**config.mk**
```make
export PLATFORM = sky130hd
export DESIGN_NAME = quad_tachometer
export DESIGN_NICKNAME = d
export VERILOG_FILES = /design/src/rtl/quad_tachometer.sv
export SDC_FILE = /design/constraint.sdc
export NUM_CORES = 1
export LEC_CHECK = 0
export BUFFER_PORTS_ARGS = -buffer_cell sky130_fd_sc_hd__clkbuf_2
export CELL_PAD_IN_SITES_DETAIL_PLACEMENT = 1
export CELL_PAD_IN_SITES_GLOBAL_PLACEMENT = 2
export CORE_ASPECT_RATIO = 1.25
export CORE_UTILIZATION = 35
export CTS_CLUSTER_SIZE = 28
export DETAILED_ROUTE_END_ITERATION = 10
export GPL_ROUTABILITY_DRIVEN = 0
export MAX_ROUTING_LAYER = met4
export PLACE_DENSITY = 0.75
export SETUP_SLACK_MARGIN = 0.5
export SKIP_CTS_REPAIR_TIMING = 1
export SLEW_MARGIN = 15
export SYNTH_ARGS = -nofsm -noshare
export SYNTH_HDL_FRONTEND = slang
export SYNTH_SLANG_ARGS = --single-unit
```
**constraint.sdc**
```tcl
create_clock -name refclk -period 9.7 [get_ports refclk]
set_input_delay 1.455 -clock refclk [delete_from_list [all_inputs] [get_ports refclk]]
set_output_delay 1.455 -clock refclk [all_outputs]
set_load 0.05 [all_outputs]
```
**src/rtl/quad_tachometer.sv**
```systemverilog
// Quadrature tachometer: synchronised/filtered A/B decode at 4x with direction,
// signed running position, and a per-window signed RPM from a sequential divider.
module quad_tachometer #(
    parameter int unsigned CLK_FREQ   = 100_000_000,
    parameter int unsigned GATE_MS    = 1000,
    parameter int unsigned PPR        = 12,
    parameter int unsigned FILTER_LEN = 4,
    parameter int unsigned RPM_W      = 32,
    parameter int unsigned POS_W      = 32
) (
    input  logic                    refclk,
    input  logic                    resetN,
    input  logic                    pinA,
    input  logic                    pinB,
    input  logic                    clear_pos,
    input  logic                    err_clr,
    output logic signed [RPM_W-1:0] rpm,
    output logic                    rpm_valid,
    output logic signed [POS_W-1:0] position,
    output logic                    dir,
    output logic                    quad_err,
    output logic                    gate_tick
);

    localparam int unsigned WIN_N     = CLK_FREQ / 1000 * GATE_MS;
    localparam int unsigned WIN_W     = $clog2(WIN_N);
    localparam int unsigned FLT_W     = $clog2(FILTER_LEN + 1);
    localparam int unsigned DIV_W     = RPM_W + 17;
    localparam int unsigned SH_W      = DIV_W + 1;
    localparam int unsigned STEP_W    = $clog2(DIV_W + 1);
    localparam int unsigned DIVISOR   = 4 * PPR * GATE_MS;
    localparam int unsigned RPM_SCALE = 60000;

    localparam logic signed [RPM_W-1:0] ACC_MAX = {1'b0, {(RPM_W-1){1'b1}}};
    localparam logic signed [RPM_W-1:0] ACC_MIN = {1'b1, {(RPM_W-1){1'b0}}};
    localparam logic [DIV_W-1:0]        MAG_MAX = DIV_W'({(RPM_W-1){1'b1}});

    typedef enum logic [1:0] {S_IDLE, S_DIV, S_DONE} state_t;

    // Index 1 = channel A, index 0 = channel B
    logic [1:0]       r_meta, r_sync, r_filt, r_prev;
    logic [FLT_W-1:0] r_flt_cnt [2];
    logic [WIN_W-1:0] r_win_cnt;
    logic signed [RPM_W-1:0] r_acc;
    state_t           r_state;
    logic [DIV_W-1:0] r_quo, r_rem;
    logic [STEP_W-1:0] r_step;
    logic             r_neg;

    logic [1:0]       w_delta;
    logic             w_fwd, w_rev, w_ill;
    logic signed [RPM_W-1:0] w_acc_sum;
    logic [RPM_W-1:0] w_mag;
    logic [DIV_W-1:0] w_prod, w_rem_next;
    logic [SH_W-1:0]  w_shift;
    logic             w_ge;
    logic signed [RPM_W-1:0] w_rpm_res;

    // Gray position of an {A,B} pair along the forward sequence 00->10->11->01
    function automatic logic [1:0] gray_idx(input logic [1:0] ab);
        case (ab)
            2'b00:   gray_idx = 2'd0;
            2'b10:   gray_idx = 2'd1;
            2'b11:   gray_idx = 2'd2;
            default: gray_idx = 2'd3;
        endcase
    endfunction

    always_comb begin
        w_delta = gray_idx(r_filt) - gray_idx(r_prev);
        w_fwd   = (w_delta == 2'd1);
        w_rev   = (w_delta == 2'd3);
        w_ill   = (w_delta == 2'd2);

        w_acc_sum = r_acc;
        if (w_fwd && (r_acc != ACC_MAX)) begin
            w_acc_sum = r_acc + RPM_W'(1);
        end else if (w_rev && (r_acc != ACC_MIN)) begin
            w_acc_sum = r_acc - RPM_W'(1);
        end

        w_mag  = w_acc_sum[RPM_W-1] ? (~w_acc_sum + RPM_W'(1)) : w_acc_sum;
        w_prod = DIV_W'(w_mag) * DIV_W'(RPM_SCALE);

        w_shift    = {r_rem, r_quo[DIV_W-1]};
        w_ge       = (w_shift >= SH_W'(DIVISOR));
        w_rem_next = w_ge ? DIV_W'(w_shift - SH_W'(DIVISOR)) : DIV_W'(w_shift);

        if (r_quo > MAG_MAX) begin
            w_rpm_res = r_neg ? ACC_MIN : ACC_MAX;
        end else begin
            w_rpm_res = r_neg ? -RPM_W'(r_quo) : RPM_W'(r_quo);
        end
    end

    // Pin synchroniser and per-channel stability filter
    always_ff @(posedge refclk) begin
        if (!resetN) begin
            r_meta <= '0;
            r_sync <= '0;
            r_filt <= '0;
            r_prev <= '0;
            for (int i = 0; i < 2; i++) r_flt_cnt[i] <= '0;
        end else begin
            r_meta <= {pinA, pinB};
            r_sync <= r_meta;
            r_prev <= r_filt;
            for (int i = 0; i < 2; i++) begin
                if (r_sync[i] == r_filt[i]) begin
                    r_flt_cnt[i] <= '0;
                end else if (r_flt_cnt[i] == FLT_W'(FILTER_LEN - 1)) begin
                    r_filt[i]    <= r_sync[i];
                    r_flt_cnt[i] <= '0;
                end else begin
                    r_flt_cnt[i] <= r_flt_cnt[i] + FLT_W'(1);
                end
            end
        end
    end

    // Position, direction, sticky error, gate window and window accumulator
    always_ff @(posedge refclk) begin
        if (!resetN) begin
            position  <= '0;
            dir       <= 1'b0;
            quad_err  <= 1'b0;
            r_win_cnt <= '0;
            gate_tick <= 1'b0;
            r_acc     <= '0;
        end else begin
            if (clear_pos) begin
                position <= '0;
            end else if (w_fwd) begin
                position <= position + POS_W'(1);
            end else if (w_rev) begin
                position <= position - POS_W'(1);
            end
            if (w_fwd) begin
                dir <= 1'b1;
            end else if (w_rev) begin
                dir <= 1'b0;
            end
            if (w_ill) begin
                quad_err <= 1'b1;
            end else if (err_clr) begin
                quad_err <= 1'b0;
            end
            r_win_cnt <= (r_win_cnt == WIN_W'(WIN_N - 1)) ? '0 : r_win_cnt + WIN_W'(1);
            gate_tick <= (r_win_cnt == WIN_W'(WIN_N - 2));
            r_acc     <= gate_tick ? '0 : w_acc_sum;
        end
    end

    // Rate FSM: capture |count|*60000, restoring divide one bit per cycle, publish
    always_ff @(posedge refclk) begin
        if (!resetN) begin
            r_state   <= S_IDLE;
            r_quo     <= '0;
            r_rem     <= '0;
            r_step    <= '0;
            r_neg     <= 1'b0;
            rpm       <= '0;
            rpm_valid <= 1'b0;
        end else begin
            rpm_valid <= 1'b0;
            case (r_state)
                S_IDLE: begin
                    if (gate_tick) begin
                        r_quo   <= w_prod;
                        r_rem   <= '0;
                        r_step  <= '0;
                        r_neg   <= w_acc_sum[RPM_W-1];
                        r_state <= S_DIV;
                    end
                end
                S_DIV: begin
                    r_quo  <= {r_quo[DIV_W-2:0], w_ge};
                    r_rem  <= w_rem_next;
                    r_step <= r_step + STEP_W'(1);
                    if (r_step == STEP_W'(DIV_W - 1)) begin
                        r_state <= S_DONE;
                    end
                end
                S_DONE: begin
                    rpm       <= w_rpm_res;
                    rpm_valid <= 1'b1;
                    r_state   <= S_IDLE;
                end
                default: r_state <= S_IDLE;
            endcase
        end
    end

endmodule

```
* Word level (Yosys, flattened, before mapping)
Memory sizes are Yosys's and may differ from the RTL's.
Cells that the tools add are included.
** Storage, ports and cells
- Register bits :: 242
- Memory bits (writable) :: 6
- Input port bits :: 6
- Logic and storage cells :: 134
- Memories :: 1
** Operators by class
- $add $sub $neg :: 12
- Multiply operators :: 1
- Order comparisons :: 2
- Equal/unequal tests :: 20
- Multiplexer cells :: 54
- Bitwise gates (word level) :: 10
- Reduce and logical (&&, ||, !) cells :: 16
** Memories
- r_flt_cnt :: depth 2, width 3, rd ports 2, clocked after memory_dff 0, wr ports 2, RTL line 42 : logic [FLT_W-1:0] r_flt_cnt [2];
** Operators with widths (count)
- $mux W32 :: 8
- $pmux W49 S2 :: 2
- $mux W49 :: 3
- $add A32 B2 Y32 const B :: 3
- $ne A32 B32 Y1 const B :: 2
- $sub A32 B2 Y32 const B :: 2
- $eq A27 B27 Y1 const B :: 2
- $ge A50 B16 Y1 const B :: 1
- $gt A49 B31 Y1 const B :: 1
- $sub A49 B16 Y49 const B :: 1
- $mul A32 B11 Y43 const B :: 1
- $neg A32 Y32 :: 1
- $not A32 Y32 :: 1
- $mux W1 :: 28
- $add A27 B1 Y27 const B :: 1
- $mux W3 :: 6
- $eq A2 B2 Y1 const B :: 7
- $pmux W2 S3 :: 2
- $pmux W6 S2 :: 1
- $reduce_and A2 Y1 :: 5
- $add A3 B1 Y3 const B :: 2
- $add A6 B1 Y6 const B :: 1
- $eq A3 B2 Y1 const B :: 2
- $eq A6 B6 Y1 const B :: 1
- other kinds (13) :: 31

* Logic depth before layout (Yosys ltp)
Gate-level depths: netlist of run 1.
- Depth in word-level cells :: 13
- Gate-level depth with buffers :: 37
- Depth with buffers taken out :: 36

* Worst setup path after synthesis of run 1
Ideal clock, no wire load.
- Kind :: register to register
- Start :: register r_filt[1]
- End :: register r_quo[33]
- Setup time :: 0.129 ns
- Arrival time :: 9.591 ns
- Required time :: 9.571 ns
- Slack :: -0.021 ns
- Stages on the path, launching flop included :: 34
- Path buffers :: 3
- Period minus slack after synthesis :: 9.721 ns
- Cell sequence :: dfxtp_1 -> inv_1 -> ha_1 -> ha_1 -> xor3_1 -> a311o_1 -> buf_2 -> nor4_4 -> o22ai_1 -> a21o_1 -> xor2_1 -> buf_2 -> buf_1 -> nor2_1 -> xnor2_1 -> inv_1 -> fa_1 -> inv_1 -> fa_1 -> fa_1 -> fa_1 -> fa_1 -> ha_1 -> a21o_1 -> a21o_1 -> a2111oi_0 -> a311oi_1 -> and3_1 -> a221oi_1 -> o21ai_0 -> a21o_1 -> a21oi_1 -> xor2_1 -> o22ai_1
** On the way
- Cells in the longest elaborated chain, start to end :: 13
- Elaborated cells on any way between the ends :: 17
** Ends and longest elaborated chain
- from (decl) :: RTL line 41 : logic [1:0] r_meta, r_sync, r_filt, r_prev;
- from (signal, indexed assignment) :: RTL line 112 : r_filt[i] <= r_sync[i];
- $eq A2 B2 Y1 or $logic_not A2 Y1 (tied branches) :: RTL line 61 : case (ab)
- $pmux W2 S3 (*) :: RTL line 61
- $sub A2 B2 Y2 (*) :: RTL line 70 : w_delta = gray_idx(r_filt) - gray_idx(r_prev);
- $eq A2 B2 Y1 :: RTL line 72 : w_rev = (w_delta == 2'd3);
- $logic_and A1 B1 Y1 :: RTL line 78 : end else if (w_rev && (r_acc != ACC_MIN)) begin
- $mux W32 :: RTL line 78
- $mux W32 (*) :: RTL line 76 : if (w_fwd && (r_acc != ACC_MAX)) begin
- $not A32 Y32 :: RTL line 82 : w_mag = w_acc_sum[RPM_W-1] ? (~w_acc_sum + RPM_W'(1)) : w_acc_sum;
- $add A32 B2 Y32 :: RTL line 82
- $mux W32 (*) :: RTL line 82
- $mul A32 B11 Y43 (*) :: RTL line 83 : w_prod = DIV_W'(w_mag) * DIV_W'(RPM_SCALE);
- $mux W49 (*) :: RTL line 168 : if (gate_tick) begin
- $pmux W49 S2 (*) :: RTL line 166 : case (r_state)
- to (signal assigned) :: RTL line 169 : r_quo <= w_prod;
- to (signal assigned) :: RTL line 177 : r_quo <= {r_quo[DIV_W-2:0], w_ge};
- to (decl) :: RTL line 46 : logic [DIV_W-1:0] r_quo, r_rem;
Mark *: on every way between the ends. The rest lies on a longest branch, timed or not. The select of a mux whose other input is x is not followed.
A chain may end at the register's enable or synchronous reset.

* Worst setup path after layout of run 1
- Start :: register r_filt[1]
- End :: register r_quo[44]
Same word-level chain as after synthesis.

==> results of run 1 <==
-- logic make-up (layout without fill, tap and decap cells) --
family,count (synthesis),count (layout)
buffers and inverters,318,405
and+or+nand+nor,789,789
xor gates and xnor gates,205,205
muxes,10,10
adders and majority gates,293,293
DFF,248,248
AOI/OAI and AO/OA,588,588
other,1,6
-- worst max-delay path by stage --
stage | depth (start not counted) | slack, ns | from | to
2_1_floorplan | 33 | 0.57 | r_filt[1] | r_quo[33]
3_3_place_gp | 34 | 0.59 | r_filt[1] | r_quo[41]
3_5_place_dp | 34 | 0.43 | r_filt[1] | r_quo[41]
4_1_cts | 35 | 0.38 | r_filt[1] | r_quo[42]
5_1_grt | 32 | 0.44 | r_filt[1] | r_quo[47]
6_report | 33 | 0.89 | r_filt[1] | r_quo[44]
-- cell usage in the layout (no fill, tap or decap), drive strengths merged, types with 8 or more instances in the layout --
master	netlist	routed
a21o	43	43
a21oi	215	215
a22o	13	13
a22oi	43	43
a31oi	33	33
and2	25	25
and3	24	24
and4	13	13
buf	26	64
clkbuf	80	115
dfxtp	242	242
fa	131	131
ha	162	162
inv	212	213
mux2i	10	10
nand2	208	208
nand2b	22	22
nand3	57	57
nand4	31	31
nor2	212	212
nor2b	31	31
nor3	58	58
nor4	37	37
o211ai	20	20
o21ai	110	110
o21bai	11	11
o221ai	15	15
o22ai	18	18
or3	26	26
or4	8	8
xnor2	122	122
xor2	81	81
-- cell usage after synthesis (all sizes together) (20+ instances only) --
| library cell | number | share of area (%) |
|---|---|---|
| a21o | 43 | 1.6 |
| nor4 | 37 | 1.6 |
| nand2b | 22 | 0.67 |
| and3 | 24 | 0.73 |
| and2 | 25 | 0.76 |
| buf | 26 | 0.60 |
| fa | 131 | 13 |
| xnor2 | 122 | 5.5 |
| a21oi | 215 | 5.3 |
| xor2 | 81 | 3.6 |
| nand3 | 57 | 1.4 |
| nor3 | 58 | 1.4 |
| nand4 | 31 | 0.94 |
| dfxtp | 242 | 24 |
| a31oi | 33 | 1.0 |
| o21ai | 110 | 2.7 |
| nand2 | 208 | 3.8 |
| o211ai | 20 | 0.73 |
| inv | 212 | 3.9 |
| clkbuf | 80 | 1.5 |
| ha | 162 | 9.9 |
| nor2 | 212 | 3.9 |
| a22oi | 43 | 1.6 |
| nor2b | 31 | 0.94 |
| or3 | 26 | 0.82 |
-- per-layer routing --
layer	GRT usage, %	part of all wire [%]
met1	24.0	44
met2	36.1	51
met3	1.54	2.0
met4	5.81	2.7
met5	-	0
-- sequential cells by signal (all words and copies together), names as in the netlist, 2 cells and up --
signal     cells
r_quo         49
r_rem         49
position      32
r_acc         32
rpm           32
r_win_cnt     27
r_flt_cnt      6
r_step         6
r_filt         2
r_meta         2
r_prev         2
r_state        2
r_sync         2
-- report_power, final --
group	internal, mW	total, mW	switching [mW]
combinational	0.0662	0.176	0.110
clock	0.797	1.27	0.475
sequential	1.03	1.03	0.00443
-- metrics by stage --
| stage | area (sq um) | setup slack [ns] | hold WS [ns] | std cells |
|---|---|---|---|---|
| final | 23300 | 0.893 | 0.438 | 3294 |
| after global routing | 23300 | 0.443 | 0.465 | 3294 |
| after CTS | 23000 | 0.378 | 0.442 | 3284 |
| after detailed placement | 21900 | 0.431 | 0.424 | 3228 |
| after global placement | 21900 | 0.589 | 0.426 | 3228 |
| after floorplan | 20600 | 0.570 | 0.412 | 2457 |
-- worst max-delay path, delay by kind of cell, from the launching register on --
family          cells  cell delay, ns
flops               1            0.39
simple gates        4            0.64
xor+xnor            4            1.12
buf+inv             7            0.93
fa+ha+maj           8            3.40
compound gates     10            2.19
-- cell type report --
type	count	share of cell area, %
multi-input combinational	1891	62.4
sequential	248	21.6
tap	750	4.03
clock buffer	42	3.81
timing repair buffer	137	3.75
inverter	212	3.42
clock inverter	14	0.993
==> out/results.txt, run 1 <==
cell row count = 98
endpoint of the worst hold path = r_sync[0]
CP max stage delay = 0.55 ns
final-report hold violation count = 0
fillers = 6,843
Post-Syn Instances = 2,452
critical path data required time = 10.13 ns
synthesized area per cell = 8.38 sq um
Seq cells post-synth = 248
Pre-antenna DRT Iters = 5
area of the multi-input gates = 14,500 sq um
CTS root buf = clkbuf_16
Final ANT Viol Nets = 0
critical path class = flop to flop
worst hold path type = flop to flop
Achievable Freq = 114 MHz
Crit. End Element = flop
compound-cell area share of the yosys netlist = 17.9%
layout cell share with drive strength beyond 1 = 10.4%
mux contribution to synthesized area = 0.487%
Yosys warnings = 0
XOR/XNOR Fraction of Synth Area = 9.28%
Worst-Margin Slew = 1.08 ns
adder-cell share of the synthesized area = 22.6%
peak supply drop = 0.126 mV
r2r endpoint = r_quo[44]
Worst Hold Launch = r_meta[0]
vias in the first global route = 18,700
Leakage = 10.2 nW
period utilization = 90.8%
1st-iter DRT viols = 706
Mapped Area = 20,500 sq um
Core Region = 57,600 sq um
largest family of logic cells by synthesized area = adder cells
DRC Markers = 0
min Tclk post-route = 8.81 ns
first-pass GRT wire length = 96.3 mm
initial antenna violation count = 2
hpwl dp = 45.2 mm
area added between synthesis and finish = 13.4%
Bufs on Longest Clock Path = 3
die area = 59,700 sq um
Seq/Total Area, Yosys = 24.5%
all-layer global routing usage = 20.2%
TritonCTS clock tree = yes
distinct cell type count after synthesis = 87
gr ovfl total = 0
clk sink count = 248
IO Count = 74
run status = completed
Register Area = 5020 sq um
Total Neg Setup Slack = 0 ns
Vert. Die Dim = 273 um
Power Density = 106 nW/um^2
Post-Synth Simple-Gate Area = 19.3%
number of diodes = 0
reg2reg path depth = 33
Async SR Flop Fraction = 0%
largest net degree at the start of global routing = 77
Avg WL per Cell = 17.8 um
Setup Skew = 0.0203 ns
final number of setup-violating endpoints = 0
nets = 2,819
Max Cap Violations = 0
Initial Utilization = 35.7%
Worst slew margin = 27.4%
via count = 17,700
die width = 219 um
clk_lat worst skew = 0.59 ns
Via density = 5.37
H-tree depth = 1
cts bufs inserted = 30
number of port buffers = 73
max-slew violations = 0
clock-pin slew on the worst setup and hold paths = 0.06 ns
RSZ-0062 raised after global routing = yes
WP data arrival = 9.24 ns
Final Power = 2.48 mW
FF-to-FF setup slack = 0.89 ns
Critical-path top delay cell = fa_1
Setup crit start kind = flop
RR Startpoint = r_filt[1]
Crit Path Max Fanout = 26
Post-synth EDFFs = 6
ys flop type = dfxtp_1
most frequent CP cell = fa_1
Final Util = 40.4%
Total Wirelength = 58.7 mm
cell depth of the worst min-delay path = 1
No activity file was read; power rests on OpenSTA's default activity.
==> run 2: changes to the inputs <==
- ABC_AREA: not set -> 1
- CORE_UTILIZATION: 35 -> 33
- SETUP_SLACK_MARGIN: 0.5 -> 0.2
==> out/results.txt, run 2 <==
run status = completed
Achievable Freq = 113 MHz (-0.33%)
all-layer global routing usage = 23.1% (+2.9 points)
CP top delay family = adder cells
largest family of logic cells by synthesized area = simple AND/OR/NAND/NOR gates
Final ANT Viol Nets = 0 (unchanged)
clk_lat worst skew = 0.56 ns (-0.03 ns)
Seq/Total Area, Yosys = 21.8% (-2.6 points)
mux contribution to synthesized area = 0% (-0.49 points)
gr ovfl total = 0 (unchanged)
top-count cell post-synth = nand2_1
Setup crit start kind = flop
most frequent CP cell = inv_1
die width = 238 um (+8.9%)
period utilization = 91.1% (+0.30 points)
Vert. Die Dim = 297 um (+8.9%)
cell row count = 107 (+9.2%)
largest area contributor in the netlist = dfxtp_1
Mapped Area = 23,000 sq um (+12%)
compound-cell area share of the yosys netlist = 14.5% (-3.4 points)
nets = 3,689 (+31%)
Total Neg Setup Slack = 0 ns (unchanged)
RSZ-0062 raised after global routing = no
Critical-path top delay cell = fa_1
Crit Path Max Fanout = 33 (+27%)
area added between synthesis and finish = 11.6%
number of diodes = 0 (unchanged)
Bufs on Longest Clock Path = 3 (unchanged)
top-area cell type share of the netlist area = 21.1% (-2.5 points)
Yosys warnings = 0 (unchanged)
worst hold path type = flop to flop
commonest non-fill, non-tap cell in the layout = nand2_1
Avg WL per Cell = 18.1 um (+1.6%)
synthesized area per cell = 6.90 sq um (-18%)
CTS root buf = clkbuf_16
Total Wirelength = 78.7 mm (+34%)
XOR/XNOR Fraction of Synth Area = 4.49% (-4.8 points)
Async SR Flop Fraction = 0% (unchanged)
clock-pin slew on the worst setup and hold paths = 0.06 ns (about the same)
Crit. End Element = flop
distinct cell type count after synthesis = 63 (-28%)
Core Region = 68,500 sq um (+19%)
ys flop type = dfxtp_1
vias in the first global route = 24,000 (+28%)
layout cell share with drive strength beyond 1 = 8.90% (-1.5 points)
Commonest cells post-synth = nand2_1, inv_1, nor2_1
Initial Utilization = 33.5% (-2.1 points)
CP max stage delay = 0.54 ns (about the same)
Seq cells post-synth = 248 (unchanged)
final number of setup-violating endpoints = 0 (unchanged)
TritonCTS clock tree = yes
via count = 22,100 (+25%)
adder-cell share of the synthesized area = 20.2% (-2.4 points)
Post-Synth Simple-Gate Area = 27.9% (+8.6 points)
DRC Markers = 0 (unchanged)
Post-Syn Instances = 3,331 (+36%)
critical path data required time = 10.09 ns (-0.04 ns)
biggest regs = r_quo: 49 flops, r_rem: 49 flops
Via density = 5.10 (-5.0%)
Max Cap Violations = 0 (unchanged)
hpwl dp = 63.4 mm (+40%)
max-slew violations = 0 (unchanged)
cts bufs inserted = 34 (+13%)
1st-iter DRT viols = 853 (+21%)
top cells by area, synth = dfxtp_1, fa_1, nand2_1, ha_1, inv_1
final-report hold violation count = 0 (unchanged)
Post-synth EDFFs = 6 (unchanged)
buffers and inverters on the worst path = 10 (+3)
initial antenna violation count = 0 (-2)
min Tclk post-route = 8.84 ns (+0.0291 ns)
first-pass GRT wire length = 128 mm (+33%)
Worst-Margin Slew = 0.933 ns (-0.152 ns)
die area = 70,800 sq um (+19%)
largest net degree at the start of global routing = 51 (-34%)
Setup Skew = 0.0356 ns (+0.0153 ns)
clk sink count = 248 (unchanged)
Pre-antenna DRT Iters = 7 (+2)
WP data arrival = 9.23 ns (about the same)
Worst slew margin = 37.7% (+10 points)
most frequent cells in the layout = nand2_1, inv_1, nor2_1, dfxtp_1, o21ai_0
number of port buffers = 73 (unchanged)
H-tree depth = 2 (+1)
critical path class = flop to flop
IO Count = 74 (unchanged)
[run 2: cell types whose count changed in the layout (fill, tap and decap cells not counted), sizes merged, moves of 26 or more]
cell	previous run	this run
nand3	57	168
nand2	208	667
inv	213	553
nor2b	31	0
o21ai	110	207
xnor2	122	31
a21oi	215	188
nor2	212	433
a22oi	43	12
a21o	43	11
buf	64	35
or3	26	0
[run 2: worst paths after layout]
path                            cells after the start       from  slack, ns        end
worst max-delay path                               42  r_filt[1]       0.86  r_quo[43]
worst min-delay path                                2  r_meta[0]       0.42  r_sync[0]
worst max register to register                     42  r_filt[1]       0.86  r_quo[43]
worst min register to register                      2  r_meta[0]       0.42  r_sync[0]
[run 2: final cells by class]
| class | instances | area, sq um |
|---|---|---|
| tap | 926 | 1160 |
| clock inverter | 11 | 193 |
| sequential | 248 | 5020 |
| multi-input combinational | 2444 | 15500 |
| clock buffer | 49 | 1050 |
| timing repair buffer | 107 | 621 |
| inverter | 555 | 2090 |
| fill | 8773 | 42900 |
[run 2: metrics by stage]
stage	area, sq um	std cells	util, %	worst slack [ns]	hold slack [ns]
after floorplan	23000	3336	-	1.92	0.390
after global placement	24400	4280	35.6	0.737	0.409
after detailed placement	24400	4280	35.6	0.543	0.415
after CTS	25600	4340	37.4	0.450	0.436
after global routing	25700	4340	37.5	0.244	0.454
final	25700	4340	37.5	0.864	0.425
[run 2: metal layers]
metal | track usage, % | vias up | part of all wire [%]
met1 | 27.6 | 10900 | 45
met5 | - | - | 0
li1 | - | 10900 | -
met4 | 6.55 | 0 | 2.8
met2 | 40.9 | 221 | 50
met3 | 2.00 | 120 | 2.0
[run 2: worst register-to-register path, delay by kind of cell (launching register included)]
family	cells	cell delay [ns]
buffers and inverters	10	0.85
flip-flops	1	0.40
AO/OA/AOI/OAI	3	0.61
adder cells (fa/ha/maj)	9	3.68
XOR/XNOR	1	0.27
AND/OR/NAND/NOR	19	2.85
[run 2: cell families (layout without fill, tap and decap cells)]
logic type | Yosys count | in the layout
AOI/OAI and AO/OA | 578 | 578
xor gates and xnor gates | 115 | 115
adders and majority gates | 293 | 293
buffers and inverters | 644 | 722
DFF | 248 | 248
other | 1 | 6
and+or+nand+nor | 1452 | 1452
Power of run 2 is not shown: default switching activity piles up to over one toggle a cycle in this logic, so the estimate is an artifact.
==> run 3: changes to the inputs <==
- CTS_BUF_LIST: not set -> sky130_fd_sc_hd__clkbuf_8 sky130_fd_sc_hd__clkbuf_16
- SLEW_MARGIN: 15 -> 10
==> out/results.txt, run 3 (synthesized netlist as in run 2, its figures left out) <==
H-tree depth = 2 (unchanged)
Avg WL per Cell = 18.1 um (about the same)
commonest non-fill, non-tap cell in the layout = nand2_1
Achievable Freq = 113 MHz (about the same)
hpwl dp = 63.4 mm (unchanged)
Total Neg Setup Slack = 0 ns (unchanged)
RSZ-0062 raised after global routing = no
worst hold path type = flop to flop
number of port buffers = 73 (unchanged)
critical path class = flop to flop
biggest regs = r_quo: 49 flops, r_rem: 49 flops
reg2reg path depth = 42 (unchanged)
initial antenna violation count = 0 (unchanged)
Crit. End Element = flop
first-pass GRT wire length = 128 mm (unchanged)
gr ovfl total = 0 (unchanged)
RR Startpoint = r_filt[1]
cell row count = 107 (unchanged)
Total Wirelength = 78.7 mm (about the same)
r2r endpoint = r_quo[43]
1st-iter DRT viols = 854 (+0.12%)
area added between synthesis and finish = 11.6% (unchanged)
Pre-antenna DRT Iters = 6 (-1)
clk sink count = 248 (unchanged)
fillers = 8,773 (unchanged)
final-report hold violation count = 0 (unchanged)
vias in the first global route = 24,000 (+0.013%)
cell depth of the worst min-delay path = 2 (unchanged)
DRC Markers = 0 (unchanged)
die area = 70,800 sq um (unchanged)
period utilization = 91.1% (about the same)
largest net degree at the start of global routing = 51 (unchanged)
cts bufs inserted = 34 (unchanged)
Initial Utilization = 33.5% (unchanged)
Worst Hold Launch = r_meta[0]
Vert. Die Dim = 297 um (unchanged)
all-layer global routing usage = 23.1% (unchanged)
die width = 238 um (unchanged)
via count = 22,100 (-0.032%)
max-slew violations = 0 (unchanged)
Core Region = 68,500 sq um (unchanged)
clk_lat worst skew = 0.56 ns (about the same)
Setup crit start kind = flop
endpoint of the worst hold path = r_sync[0]
Critical-path top delay cell = fa_1
critical path data required time = 10.09 ns (about the same)
layout cell share with drive strength beyond 1 = 8.90% (unchanged)
Max Cap Violations = 0 (unchanged)
WP data arrival = 9.23 ns (about the same)
Via density = 5.10 (about the same)
TritonCTS clock tree = yes
IO Count = 74 (unchanged)
most frequent CP cell = inv_1
Setup Skew = 0.0356 ns (+0.0000209 ns)
nets = 3,689 (unchanged)
number of diodes = 0 (unchanged)
run status = completed
min Tclk post-route = 8.84 ns (-0.0000380 ns)
Worst-Margin Slew = 0.930 ns (-0.00259 ns)
CTS root buf = clkbuf_16
most frequent cells in the layout = nand2_1, inv_1, nor2_1, dfxtp_1, o21ai_0
Crit Path Max Fanout = 33 (unchanged)
FF-to-FF setup slack = 0.86 ns (about the same)
CP max stage delay = 0.54 ns (about the same)
Final ANT Viol Nets = 0 (unchanged)
Bufs on Longest Clock Path = 3 (unchanged)
final number of setup-violating endpoints = 0 (unchanged)
Worst slew margin = 37.9% (+0.17 points)
clock-pin slew on the worst setup and hold paths = 0.06 ns (about the same)
run 3: cell count changes in the layout (fill, tap and decap cells not counted):
cell	before	now
clkbuf_1	2	0
inv_1	540	542
run 3: per-layer routing:
layer  wire length (um)  track usage (%)  up-vias
li1                   -                -    10900
met1              35400             27.6    10900
met2              39500             40.9      224
met3               1610             2.00      120
met4               2190             6.55        0
met5                  0                -        -
run 3: worst max-delay path: cells and delay by family, from the launching register on:
family,cells,cell delay [ns]
buf+inv,10,0.85
xor+xnor,1,0.27
fa+ha+maj,9,3.68
flops,1,0.40
compound gates,3,0.61
simple gates,19,2.83
run 3: through the flow:
step	hold WS (ns)	instances	util [%]	area, sq um	setup WS [ns]
2_1_floorplan	0.390	3336	-	23000	1.92
3_3_place_gp	0.409	4280	35.6	24400	0.737
3_5_place_dp	0.415	4280	35.6	24400	0.543
4_1_cts	0.436	4340	37.4	25600	0.450
5_1_grt	0.454	4340	37.5	25700	0.244
6_report	0.425	4340	37.5	25700	0.864
run 3: area by class of cell:
type	count	area [sq um]	area share, %
Multi-Input combinational cell	2444	15500	60.5
Timing Repair Buffer	107	621	2.42
Clock buffer	47	1040	4.05
Tap cell	926	1160	4.51
Inverter	555	2090	8.14
Clock inverter	13	200	0.780
Sequential cell	248	5020	19.6
run 3: how the worst max path moves through the flow:
stage          startpoint        end  slack [ns]  depth (start not counted)
2_1_floorplan   r_filt[1]  r_quo[43]        1.92                         38
3_3_place_gp    r_filt[1]  r_quo[45]        0.74                         36
3_5_place_dp    r_filt[1]  r_quo[45]        0.54                         40
4_1_cts         r_filt[1]  r_quo[45]        0.45                         36
5_1_grt         r_filt[1]  r_quo[43]        0.24                         42
6_report        r_filt[1]  r_quo[43]        0.86                         42
Power of run 3 is left out for the same reason.
